===== config.mk =====
export PLATFORM = sky130hd
export DESIGN_NAME = btb_update_unit
export DESIGN_NICKNAME = d
export VERILOG_FILES = /design/src/rtl/btb_update_unit_pkg.sv /design/src/rtl/btb_update_unit_bp_sat_counter.sv /design/src/rtl/btb_update_unit.sv
export SDC_FILE = /design/constraint.sdc
export NUM_CORES = 2
export LEC_CHECK = 0
export ABC_AREA = 0
export BUFFER_PORTS_ARGS = -buffer_cell sky130_fd_sc_hd__buf_2
export CAP_MARGIN = 20
export CORE_AREA = 4 4 296 415
export CTS_CLUSTER_SIZE = 40
export DETAILED_ROUTE_END_ITERATION = 8
export DIE_AREA = 0 0 300 419
export PLACE_DENSITY = 0.73
export SETUP_SLACK_MARGIN = 0.1
export SLEW_MARGIN = 20
export SYNTH_ARGS = -nofsm -noshare
export SYNTH_HDL_FRONTEND = slang
export SYNTH_SLANG_ARGS = --single-unit

===== constraint.sdc =====
create_clock -name clk -period 4.3 [get_ports clk]
set_clock_uncertainty 0.05 [all_clocks]
set_input_delay 0.215 -clock clk [delete_from_list [all_inputs] [get_ports clk]]
set_output_delay 0.215 -clock clk [all_outputs]
set_load 0.01 [all_outputs]

===== src/rtl/btb_update_unit_pkg.sv =====
// Shared definitions for the branch target buffer: prediction state
// encodings, entry field widths and PC index/tag extraction helpers.
package btb_update_unit_pkg;

  localparam int PC_W    = 32;
  localparam int STATE_W = 2;

  // 2-bit saturating prediction states; bit 1 is the taken prediction
  localparam logic [STATE_W-1:0] SNT = 2'b00;
  localparam logic [STATE_W-1:0] WNT = 2'b01;
  localparam logic [STATE_W-1:0] WT  = 2'b10;
  localparam logic [STATE_W-1:0] ST  = 2'b11;

  // Entry state written when a taken branch allocates a fresh entry
  localparam logic [STATE_W-1:0] ALLOC_STATE = WT;

  // Word-aligned index: pc[idx_w+1:2], returned zero-extended
  function automatic logic [PC_W-1:0] pc_index(input logic [PC_W-1:0] pc,
                                               input int idx_w);
    return (pc >> 2) & ((32'h1 << idx_w) - 32'h1);
  endfunction

  // Tag bits directly above the index: pc[idx_w+tag_w+1:idx_w+2]
  function automatic logic [PC_W-1:0] pc_tag(input logic [PC_W-1:0] pc,
                                             input int idx_w,
                                             input int tag_w);
    return (pc >> (idx_w + 2)) & ((32'h1 << tag_w) - 32'h1);
  endfunction

endpackage


===== src/rtl/btb_update_unit_bp_sat_counter.sv =====
// Combinational next-state for one 2-bit branch prediction counter.
//   state | meaning
//   SNT   | strong not-taken
//   WNT   | weak not-taken
//   WT    | weak taken
//   ST    | strong taken
// Note WNT jumps straight to ST on taken, and ST drops to WT on not-taken.
module bp_sat_counter
  import btb_update_unit_pkg::*;
(
  input  logic [STATE_W-1:0] i_state,
  input  logic               i_taken,
  output logic [STATE_W-1:0] o_next_state,
  output logic               o_pred
);

  // Next state from current state and resolved outcome
  always_comb begin
    o_next_state = i_state;
    unique case (i_state)
      SNT: o_next_state = i_taken ? WNT : SNT;
      WNT: o_next_state = i_taken ? ST  : SNT;
      WT:  o_next_state = i_taken ? ST  : SNT;
      ST:  o_next_state = i_taken ? ST  : WT;
      default: o_next_state = SNT;
    endcase
  end

  assign o_pred = i_state[1];

endmodule


===== src/rtl/btb_update_unit.sv =====
// Branch target buffer: combinational fetch-side lookup, execute-side
// resolution that updates/allocates entries one edge later, a registered
// mispredict redirect and saturating branch/mispredict statistics.
module btb_update_unit
  import btb_update_unit_pkg::*;
#(
  parameter int ENTRIES = 32,
  parameter int IDX_W   = 5,
  parameter int TAG_W   = 8,
  parameter int CNT_W   = 16
) (
  input  logic             clk,
  input  logic             rst_n,
  input  logic             if_valid,
  input  logic [31:0]      if_pc,
  output logic             pred_hit,
  output logic             pred_taken,
  output logic [31:0]      pred_target,
  input  logic             ex_valid,
  input  logic             ex_is_branch,
  input  logic [31:0]      ex_pc,
  input  logic             ex_taken,
  input  logic [31:0]      ex_target,
  input  logic             ex_pred_taken,
  input  logic [31:0]      ex_pred_target,
  output logic             redirect_valid,
  output logic [31:0]      redirect_pc,
  output logic [CNT_W-1:0] branch_cnt,
  output logic [CNT_W-1:0] mispred_cnt
);

  localparam logic [CNT_W-1:0] CNT_MAX = '1;

  logic               r_valid  [ENTRIES];
  logic [TAG_W-1:0]   r_tag    [ENTRIES];
  logic [STATE_W-1:0] r_state  [ENTRIES];
  logic [31:0]        r_target [ENTRIES];

  logic               r_redirect_valid;
  logic [31:0]        r_redirect_pc;
  logic [CNT_W-1:0]   r_branch_cnt;
  logic [CNT_W-1:0]   r_mispred_cnt;

  logic [IDX_W-1:0]   w_if_idx;
  logic [TAG_W-1:0]   w_if_tag;
  logic               w_if_hit;
  logic [IDX_W-1:0]   w_ex_idx;
  logic [TAG_W-1:0]   w_ex_tag;
  logic               w_ex_hit;
  logic               w_resolve;
  logic               w_mispred;
  logic [STATE_W-1:0] w_next_state;
  logic               w_ex_entry_pred;
  logic [31:0]        w_redirect_pc;

  // Fetch-side lookup: purely combinational, reads pre-write contents
  assign w_if_idx    = IDX_W'(pc_index(if_pc, IDX_W));
  assign w_if_tag    = TAG_W'(pc_tag(if_pc, IDX_W, TAG_W));
  assign w_if_hit    = if_valid & r_valid[w_if_idx] & (r_tag[w_if_idx] == w_if_tag);
  assign pred_hit    = w_if_hit;
  assign pred_taken  = w_if_hit & r_state[w_if_idx][1];
  assign pred_target = w_if_hit ? r_target[w_if_idx] : 32'h0;

  // Execute-side read port and resolution decode
  assign w_ex_idx  = IDX_W'(pc_index(ex_pc, IDX_W));
  assign w_ex_tag  = TAG_W'(pc_tag(ex_pc, IDX_W, TAG_W));
  assign w_ex_hit  = r_valid[w_ex_idx] & (r_tag[w_ex_idx] == w_ex_tag);
  assign w_resolve = ex_valid & ex_is_branch;
  assign w_mispred = w_resolve &
                     ((ex_taken != ex_pred_taken) |
                      (ex_taken & ex_pred_taken & (ex_target != ex_pred_target)));
  assign w_redirect_pc = ex_taken ? ex_target : (ex_pc + 32'd4);

  bp_sat_counter u_sat_counter (
    .i_state      (r_state[w_ex_idx]),
    .i_taken      (ex_taken),
    .o_next_state (w_next_state),
    .o_pred       (w_ex_entry_pred)
  );

  // Table write: update on hit, allocate on taken miss, clear on reset
  always_ff @(posedge clk or negedge rst_n) begin
    if (!rst_n) begin
      for (int i = 0; i < ENTRIES; i++) begin
        r_valid[i]  <= 1'b0;
        r_tag[i]    <= '0;
        r_state[i]  <= SNT;
        r_target[i] <= 32'h0;
      end
    end else if (w_resolve) begin
      if (w_ex_hit) begin
        r_state[w_ex_idx] <= w_next_state;
        if (ex_taken) r_target[w_ex_idx] <= ex_target;
      end else if (ex_taken) begin
        r_valid[w_ex_idx]  <= 1'b1;
        r_tag[w_ex_idx]    <= w_ex_tag;
        r_state[w_ex_idx]  <= ALLOC_STATE;
        r_target[w_ex_idx] <= ex_target;
      end
    end
  end

  // Redirect register: pulses each mispredict cycle, pc holds between
  always_ff @(posedge clk or negedge rst_n) begin
    if (!rst_n) begin
      r_redirect_valid <= 1'b0;
      r_redirect_pc    <= 32'h0;
    end else begin
      r_redirect_valid <= w_mispred;
      if (w_mispred) r_redirect_pc <= w_redirect_pc;
    end
  end

  // Saturating statistics counters
  always_ff @(posedge clk or negedge rst_n) begin
    if (!rst_n) begin
      r_branch_cnt  <= '0;
      r_mispred_cnt <= '0;
    end else begin
      if (w_resolve && r_branch_cnt != CNT_MAX) r_branch_cnt <= r_branch_cnt + 1'b1;
      if (w_mispred && r_mispred_cnt != CNT_MAX) r_mispred_cnt <= r_mispred_cnt + 1'b1;
    end
  end

  assign redirect_valid = r_redirect_valid;
  assign redirect_pc    = r_redirect_pc;
  assign branch_cnt     = r_branch_cnt;
  assign mispred_cnt    = r_mispred_cnt;

  // The entry prediction is exposed by the counter for debug only
  logic w_unused;
  assign w_unused = w_ex_entry_pred;

endmodule


==> reports/results.ini <==
[run_status]
status = finished clean

[synth]
yosysSeqAreaShare_pct = 50.7
ys_top_cells_by_count = nand2_1, dfrtp_1, mux2_2
synth_area_per_cell_um2 = 11.4
ys_warn_count = 0
synth_area_leaders = dfrtp_1, mux4_2, nand2_1
yosysTopAreaCellShare_pct = 50.7
synth_edf_count = 0
netlist_area_um2 = 71100
ys.flop_type = dfrtp_1
ys_async_sr_fraction_pct = 100
syn_nets = 6373
yosys.area.top_type = dfrtp_1
ys_seq_elements = 1441
syn_inst = 6229
synth.most_common_cell = nand2_1
yosysUniqueCellTypes = 67

[worst_setup_path]
r2r-end = r_tag[203]
r2r_start = r_tag[6]
endpoint = pred_target[9]
reg2reg_depth = 10
worstPathArrival_ns = 3.74
crit_fanout = 28
crit_path_end_kind = primary output
crit_start = r_tag[66]
startpoint_type = flop
cp_data_required_time_ns = 4.03
path_class = flop to primary output
ff2ff_setup_slack_ns = 0.55

[routing]
routedWlPerCell_um = 28.8
drt_pass1_iterations = 6
via_per_inst = 6.54
antenna_left = 0
drt_iter0_markers = 6088
drc = 0
num_vias = 52700
wl_mm = 232

[floorplanning]
die_w_um = 300
start_util_pct = 59.8
die_height_um = 419
row_count = 150
die_area_um2 = 126000
io-pin-count = 234
design.core.area_um2 = 119000

[placement]
dp.cells = 7747
gp_congestion = 0.942
place_hpwl_mm = 141
port_buffers = 214

[global_routing]
grt_pass1_vias = 53900
grt_use_total_pct = 37.2
grt_pass1_wl_mm = 344
overflow = 0
grt_max_degree = 145
antenna_found_initial = 7

[timing]
hold_violations = 0
tightest_slew_ns = 1.18
tns_ns = 0
setup_violations = 0
slew-limit-headroom_pct = 20.7
max_freq_mhz = 249
final-max-slew-violation-count = 0
rsz0062_at_grt = no
period_needed_ns = 4.01
fin_crit_sh_pct = 93.2

[clock_network]
path_clk_slew_ns = 0.06
cts_tree = yes
clock_sinks = 1441
clk_latency_ns = 0.78
ctsHtreeMaxLevel = 4
cts_root_buffer = clkbuf_16
clock_path_buffers = 3
cts_buffers = 139

[final_layout]
fillCellCount = 8663
syn2layout_area_growth_pct = 12.3
multi_input_area_um2 = 33100
seq_area_um2 = 36100
fin_nets = 6485
drive_gt1_share_pct = 27.6
fin_cells = 8049
post-route-util_pct = 67.1

[power]
ir_drop_v = 0.000445
p_per_area_nw_per_um2 = 405
p_leak_nw = 39.2

[hold_path]
hold_class = input port to async pin

[run]
cap_viol_max_count = 0

[worst min path at each step]
| stage | end | slack [ns] | cells after the start |
|---|---|---|---|
| after floorplan | branch_cnt[0] | -0.13 | 0 |
| after global placement | r_tag[172] | 0.29 | 1 |
| after detailed placement | r_tag[188] | 0.29 | 1 |
| after CTS | r_target[108] | 0.02 | 4 |
| after global routing | r_state[25] | 0.07 | 5 |
| final | r_tag[184] | 0.05 | 2 |
[per-stage QoR]
stage	hold WS (ns)	setup slack, ns	power [mW]	instance area, µm²
global route	0.0687	0.117	33.4	79900
CTS	0.0232	0.202	32.3	79800
floorplan	-0.131	0.147	18.0	71100
global placement	0.287	0.257	19.4	74600
detailed placement	0.294	0.282	19.6	74600
finish	0.0504	0.291	32.3	79900
[layout make-up]
type	count	share of cell area (%)
inverter	13	0.0611
clock inverter	43	0.755
timing repair buffer	503	4.89
sequential	1441	45.1
clock buffer	207	5.17
antenna	3	0.00940
multi-input combinational	4243	41.5
tap	1596	2.50
[layout by cell type, fill, tap and decap left out, types with 8 or more instances in the layout]
cell and n:
nand2_1 2144, dfrtp_1 1441, mux2_2 485, mux4_2 446, buf_2 206, buf_4 205, mux2i_1 191, mux2_1 156
clkbuf_16 140, nor2_1 138, xnor2_1 68, o22ai_1 66, nor3_1 60, o21ai_0 50, dlygate4sd3_1 47, nand3_1 44
buf_12 40, clkbuf_8 38, nor2_4 33, xor2_1 31, clkbuf_1 30, or2_2 27, nor2b_1 24, nand4_1 23
nand2_2 21, mux2_4 21, a211oi_2 21, a21oi_1 19, nor4_1 18, and3_1 15, clkinv_2 15, a21oi_4 13
inv_1 11, a211oi_1 10, or2_1 10, bufinv_16 10, ha_1 9, a21oi_2 8
[cells by family (layout without fill, tap and decap cells)]
group	Yosys count	in the layout	synth area share (%)
AOI/OAI and AO/OA	224	224	2.46
xor gates and xnor gates	100	100	1.23
adders and majority gates	9	9	0.158
buffers and inverters	545	766	3.20
DFF	1441	1441	50.7
muxes	1303	1303	27.5
other	0	3	0
and+or+nand+nor	2607	2607	14.7
[what timing repair did]
item                                    4_1_cts  5_1_grt
endpoints found under the setup margin       31        6
buffers inserted                              1        0
pin swaps                                     1        0
hold endpoints to repair                    641        0
gates resized for setup                       0        2
hold buffers                                 47        0
[metal layers]
metal | vias up | track usage, % | wire length (µm)
met1 | 26900 | 46.0 | 80000
met4 | 4 | 26.6 | 20900
li1 | 21500 | - | -
met3 | 965 | 10.2 | 25600
met2 | 3268 | 56.8 | 105000
met5 | - | 0 | 27
[power by group]
part	total, mW	switching (mW)	internal (mW)
clock	12.8	5.53	7.29
sequential	15.4	0.715	14.7
combinational	4.06	2.19	1.87
total	32.3	8.43	23.9
[critical path: stages (launching register included)]
cell	delay, ns
dfrtp_1	0.40
mux4_2	0.50
mux4_2	0.48
mux2i_1	0.18
xor2_1	0.15
and3_1	0.37
nand4_1	0.15
buf_4	0.20
buf_12	0.21
nor2_1	0.16
buf_2	0.16
[registers in the layout, summed over array words and instances (netlist names)]
name            count
branch_cnt         16
mispred_cnt        16
r_state            64
r_tag             256
r_target         1024
r_valid            32
redirect_pc        32
redirect_valid      1
(Power assumes the default switching activity.)
